File: src/rtl/conv_pkg.sv
// Shared types and helpers for the parametrised sliding-window convolver.
package conv_pkg;

    typedef enum logic [1:0] {
        IDLE,
        LOAD_W,
        RUN,
        DONE
    } state_t;

    localparam int DEFAULT_DATA_W = 8;

    typedef logic signed [DEFAULT_DATA_W-1:0] pix_t;
    typedef logic signed [DEFAULT_DATA_W-1:0] weight_t;

    // A K*K sum of full-precision DATA_W x DATA_W products never overflows this width.
    function automatic int acc_width(input int k, input int data_w);
        return 2 * data_w + $clog2(k * k);
    endfunction

endpackage

File: src/rtl/conv_ctrl.sv
// Control FSM for the convolver: weight indexing, raster col/row tracking and datapath strobes.
module conv_ctrl
    import conv_pkg::*;
#(
    parameter int K     = 3,
    parameter int IMG_W = 8,
    parameter int IMG_H = 8,
    parameter int IDX_W = $clog2(K * K)
) (
    input  logic             clk,
    input  logic             reset,
    input  logic             start,
    input  logic             reload,
    input  logic             w_valid,
    input  logic             pix_valid,
    input  logic             out_valid,
    input  logic             out_ready,
    output logic             w_ready,
    output logic             pix_ready,
    output logic             busy,
    output logic             done,
    output logic             weight_we,
    output logic [IDX_W-1:0] weight_idx,
    output logic             shift_en,
    output logic             win_complete
);

    localparam int COL_W = $clog2(IMG_W);
    localparam int ROW_W = $clog2(IMG_H);

    localparam logic [IDX_W-1:0] IDX_LAST  = IDX_W'(K * K - 1);
    localparam logic [COL_W-1:0] COL_LAST  = COL_W'(IMG_W - 1);
    localparam logic [ROW_W-1:0] ROW_LAST  = ROW_W'(IMG_H - 1);
    localparam logic [COL_W-1:0] COL_FIRST = COL_W'(K - 1);
    localparam logic [ROW_W-1:0] ROW_FIRST = ROW_W'(K - 1);

    state_t           state;
    state_t           state_next;
    logic             loaded;
    logic [COL_W-1:0] col;
    logic [ROW_W-1:0] row;
    logic             w_fire;
    logic             pix_fire;
    logic             last_pix;
    logic             out_free;

    assign w_fire   = w_valid && w_ready;
    assign pix_fire = pix_valid && pix_ready;
    assign last_pix = (col == COL_LAST) && (row == ROW_LAST);
    // The output register can take a new value if empty or retiring this cycle.
    assign out_free = !out_valid || out_ready;

    // NOTE: sequential state uses non-blocking assignments so every register samples pre-edge values.
    always_ff @(posedge clk or negedge reset) begin
        if (!reset) begin
            state <= IDLE;
            done  <= 1'b0;
        end else begin
            state <= state_next;
            done  <= (state == DONE) && out_free;
        end
    end

    always_comb begin
        state_next = state;
        case (state)
            IDLE:    if (start) state_next = (reload || !loaded) ? LOAD_W : RUN;
            LOAD_W:  if (w_fire && (weight_idx == IDX_LAST)) state_next = RUN;
            RUN:     if (pix_fire && last_pix) state_next = DONE;
            DONE:    if (out_free) state_next = IDLE;
            default: state_next = IDLE;
        endcase
    end

    always_comb begin
        busy      = (state != IDLE);
        w_ready   = (state == LOAD_W);
        pix_ready = (state == RUN) && out_free;
    end

    assign weight_we    = w_fire;
    assign shift_en     = pix_fire;
    assign win_complete = pix_fire && (col >= COL_FIRST) && (row >= ROW_FIRST);

    always_ff @(posedge clk or negedge reset) begin
        if (!reset) begin
            weight_idx <= '0;
            loaded     <= 1'b0;
            col        <= '0;
            row        <= '0;
        end else begin
            if (state != LOAD_W) begin
                weight_idx <= '0;
            end else if (w_fire) begin
                weight_idx <= (weight_idx == IDX_LAST) ? '0 : weight_idx + 1'b1;
                if (weight_idx == IDX_LAST) loaded <= 1'b1;
            end

            if (state != RUN) begin
                col <= '0;
                row <= '0;
            end else if (pix_fire) begin
                if (col == COL_LAST) begin
                    col <= '0;
                    row <= (row == ROW_LAST) ? '0 : row + 1'b1;
                end else begin
                    col <= col + 1'b1;
                end
            end
        end
    end

endmodule

File: src/rtl/convolver_param.sv
// Parametrised K x K sliding-window convolver: weight store, line buffers, window, adder tree
// and a single held output register behind a valid/ready handshake.
module convolver_param
    import conv_pkg::*;
#(
    parameter int K      = 3,
    parameter int DATA_W = 8,
    parameter int IMG_W  = 8,
    parameter int IMG_H  = 8,
    parameter int ACC_W  = acc_width(K, DATA_W)
) (
    input  logic                     clk,
    input  logic                     reset,
    input  logic                     start,
    input  logic                     reload,
    input  logic                     w_valid,
    input  logic signed [DATA_W-1:0] w_data,
    output logic                     w_ready,
    input  logic                     pix_valid,
    input  logic signed [DATA_W-1:0] pix_data,
    output logic                     pix_ready,
    output logic                     out_valid,
    output logic signed [ACC_W-1:0]  out_data,
    input  logic                     out_ready,
    output logic                     busy,
    output logic                     done
);

    localparam int IDX_W  = $clog2(K * K);
    localparam int PROD_W = 2 * DATA_W;

    logic             weight_we;
    logic [IDX_W-1:0] weight_idx;
    logic             shift_en;
    logic             win_complete;

    logic signed [DATA_W-1:0] weight   [K*K];
    logic signed [DATA_W-1:0] win      [K][K];
    logic signed [DATA_W-1:0] win_next [K][K];
    logic signed [DATA_W-1:0] line_buf [K-1][IMG_W];
    logic signed [DATA_W-1:0] row_in   [K];
    logic signed [ACC_W-1:0]  win_sum;

    conv_ctrl #(
        .K     (K),
        .IMG_W (IMG_W),
        .IMG_H (IMG_H),
        .IDX_W (IDX_W)
    ) u_ctrl (
        .clk          (clk),
        .reset        (reset),
        .start        (start),
        .reload       (reload),
        .w_valid      (w_valid),
        .pix_valid    (pix_valid),
        .out_valid    (out_valid),
        .out_ready    (out_ready),
        .w_ready      (w_ready),
        .pix_ready    (pix_ready),
        .busy         (busy),
        .done         (done),
        .weight_we    (weight_we),
        .weight_idx   (weight_idx),
        .shift_en     (shift_en),
        .win_complete (win_complete)
    );

    // Row K-1 is the live pixel; each line buffer tail delivers the same column one row higher.
    always_comb begin
        row_in[K-1] = pix_data;
        for (int i = 0; i < K - 1; i++) begin
            row_in[i] = line_buf[i][IMG_W-1];
        end
    end

    always_comb begin
        for (int i = 0; i < K; i++) begin
            for (int j = 0; j < K - 1; j++) begin
                win_next[i][j] = win[i][j+1];
            end
            win_next[i][K-1] = row_in[i];
        end
    end

    // NOTE: storage arrays carry no reset; their contents are always written before being used.
    always_ff @(posedge clk) begin
        if (weight_we) weight[weight_idx] <= w_data;
    end

    always_ff @(posedge clk) begin
        if (shift_en) begin
            win <= win_next;
            for (int i = 0; i < K - 1; i++) begin
                line_buf[i][0] <= row_in[i+1];
                for (int n = 1; n < IMG_W; n++) begin
                    line_buf[i][n] <= line_buf[i][n-1];
                end
            end
        end
    end

    // The sum is taken over the window as it will look after this pixel shifts in.
    always_comb begin
        logic signed [PROD_W-1:0] prod;
        prod    = '0;
        win_sum = '0;
        for (int i = 0; i < K; i++) begin
            for (int j = 0; j < K; j++) begin
                prod    = PROD_W'(weight[i*K+j]) * PROD_W'(win_next[i][j]);
                win_sum = win_sum + ACC_W'(prod);
            end
        end
    end

    always_ff @(posedge clk or negedge reset) begin
        if (!reset) begin
            out_valid <= 1'b0;
            out_data  <= '0;
        end else if (win_complete) begin
            out_valid <= 1'b1;
            out_data  <= win_sum;
        end else if (out_ready) begin
            out_valid <= 1'b0;
        end
    end

endmodule

File: config.mk
export PLATFORM = sky130hd
export DESIGN_NAME = convolver_param
export DESIGN_NICKNAME = d
export VERILOG_FILES = /design/src/rtl/conv_pkg.sv /design/src/rtl/conv_ctrl.sv /design/src/rtl/convolver_param.sv
export SDC_FILE = /design/constraint.sdc
export NUM_CORES = 2
export LEC_CHECK = 0
export ABC_AREA = 1
export CORE_MARGIN = 10
export CORE_UTILIZATION = 35
export DETAILED_ROUTE_END_ITERATION = 6
export GPL_TIMING_DRIVEN = 0
export REMOVE_ABC_BUFFERS = 1
export SLEW_MARGIN = 20
export SYNTH_ARGS = -nofsm -noshare
export SYNTH_HDL_FRONTEND = slang
export SYNTH_SLANG_ARGS = --single-unit
File: constraint.sdc
create_clock -name clk -period 17.12 [get_ports clk]
set_clock_uncertainty 0.2 [all_clocks]
set_input_delay 3.424 -clock clk [delete_from_list [all_inputs] [get_ports clk]]
set_output_delay 3.424 -clock clk [all_outputs]
set_load 0.02 [all_outputs]
==> metrics.csv <==
metric,value,unit
synthTopCellsByCount,"1276 x inv_1, 790 x fa_1, 625 x nand2_1",
hold_viol_final,0,
cts.repair.resized,0,
async_flop_share,13.9,%
yosys_warnings,0,
arrival,11.57,ns
multi_input_area,21800,um2
cts.sinks,251,
layout-drive-gt1-share,3.06,%
worst_pin_slew,1.03,ns
dp_hpwl,70600,um
rows,115,
num_vias,20999,
grtUsageTotal,15.3,%
cts_htree_levels,2,
die_width,334,um
ant_nets,0,
area_growth_syn_to_layout,8.23,%
yosysTopAreaCellShare,45.8,%
path_depth,26,
antenna_found_initial,2,
outcome,completed,
synth_top_area_cell,fa_1,
ys_ff_latch,251,
crit_slowest_cell,fa_1,
critPathMaxStageDelay,0.70,ns
fin_cells,4753,
drt_iter0_markers,1320,
synth_cell_types,38,
synth.most_common_cell,inv_1,
grt_pass1_wl,132000,um
post_cts_buffers,0,
period_needed,11.32,ns
setup-tns-final,0,ns
wl,81900,um
grt_setup_unrepaired,false,
grt_max_degree,82,
max_freq,88.3,MHz
placed_area,36200,um2
regArea,7360,um2
maxCapViolCount,0,
r2r_cells,25,
clockBufferDepth,3,
finalCritPeriodShare,66.1,%
diodes,0,
start_kind,primary input,
drc_errors,0,
viasPerCell,4.42,
cts_hold_buf,0,
syn_inst,3491,
ys.flop_type,edfxtp_1,
worstSetupPathType,in2reg,
crit_path_max_fanout,9,
critPathRequiredTime,17.37,ns
synth_area_per_cell,9.90,um2
drv_slew,0,
cp-end-kind,flip-flop,
first_pass_iters,5,
finalNetCount,4457,
start_util,35.2,%
placed_cells,4690,
worst-path-buf-inv,8,
synthTopCellsByArea,"fa_1 46%, edfxtp_1 19%, inv_1 14%, ha_1 7.4%, nand2_1 6.8%",
holdPathStages,0,
die_y,334,um
cp_common_cell,fa_1,
cts_tree,built,
path_delay_family,adder cells,
io_pins,48,
grt_overflow,0,
core,98100,um2
gp_congestion,0.914,
n_fill_cell,9742,
clockRootBuffer,clkbuf_16,
syn-cell-area,34500,um2
insertion_delay,0.56,ns
numCtsBuffers,36,
synth-edff-count,216,
setup_violations,0,
post_drt_wl_per_cell,17.2,um
die_area,112000,um2
clk_pin_slew,0.06,ns
hp-class,reg2reg,
fin_util,38.1,%
port_buffers,47,
grt_pass1_vias,23174,
postLayoutCellArea,37400,um2
yosysSeqAreaShare,21.3,%
relSlewSlack,31.2,%
metal layers:
| metal | vias up | GRT usage [%] | part of all wire (%) |
|---|---|---|---|
| li1 | 9531 | - | - |
| met5 | - | 0 | 0 |
| met4 | 0 | 4.72 | 2.9 |
| met1 | 10862 | 20.5 | 43 |
| met3 | 95 | 2.05 | 6.1 |
| met2 | 511 | 25.6 | 48 |
final timing paths:
path	slack, ns	to	start
setup / recovery	5.80	out_data[19]	pix_data[0]
hold / removal	0.21	line_buf[0][2]	line_buf[0][10]
setup reg to reg	8.65	out_data[19]	win[60]
hold reg to reg	0.21	line_buf[0][2]	line_buf[0][10]
max in group asynchronous	13.64	u_ctrl.col[1]	reset
min in group asynchronous	2.62	out_data[17]	reset
sequential cells by signal (all words and copies together), names as in the netlist, 2 cells and up:
signal and flops:
weight 72, win 44, u_ctrl.state 2, out_data 20, line_buf 100, u_ctrl.col 3, u_ctrl.row 3, u_ctrl.weight_idx 4
stage by stage:
step	hold WS [ns]	setup WS, ns
6_report	0.208	5.80
4_1_cts	0.209	5.79
5_1_grt	0.213	5.39
3_5_place_dp	0.205	5.23
3_3_place_gp	0.201	5.26
2_1_floorplan	0.200	6.74
final cells by class:
type | instances | area share, %
multi-input cells | 1820 | 58.4
flip-flops and latches | 251 | 19.7
repair buffers | 54 | 1.51
clock inverters | 18 | 0.492
inverters | 1278 | 12.9
well taps | 1287 | 4.31
clock buffers | 45 | 2.70
placed cells by master, fill, tap and decap left out, types with 13 or more instances in the layout:
master / netlist / layout
fa_1: 790 / 790
inv_1: 1276 / 1275
nor2_1: 59 / 58
ha_1: 203 / 203
nand3_1: 28 / 28
clkdlybuf4s50_1: 0 / 46
edfxtp_1: 216 / 216
clkbuf_16: 0 / 39
dfrtp_1: 35 / 35
a21oi_1: 14 / 14
nand2_1: 625 / 625
o21ai_0: 13 / 13
or2_2: 23 / 23
cell families after synthesis:
family / after synthesis / synth area share (%)
buf+inv: 1420 / 15.5
fa+ha+maj: 993 / 53.1
simple gates: 760 / 8.76
flops: 251 / 21.3
compound gates: 52 / 0.877
xor+xnor: 15 / 0.380
Power is left out: the tool's default activity adds up to more than one toggle a clock period on the data nets, which glitch-free logic cannot reach.
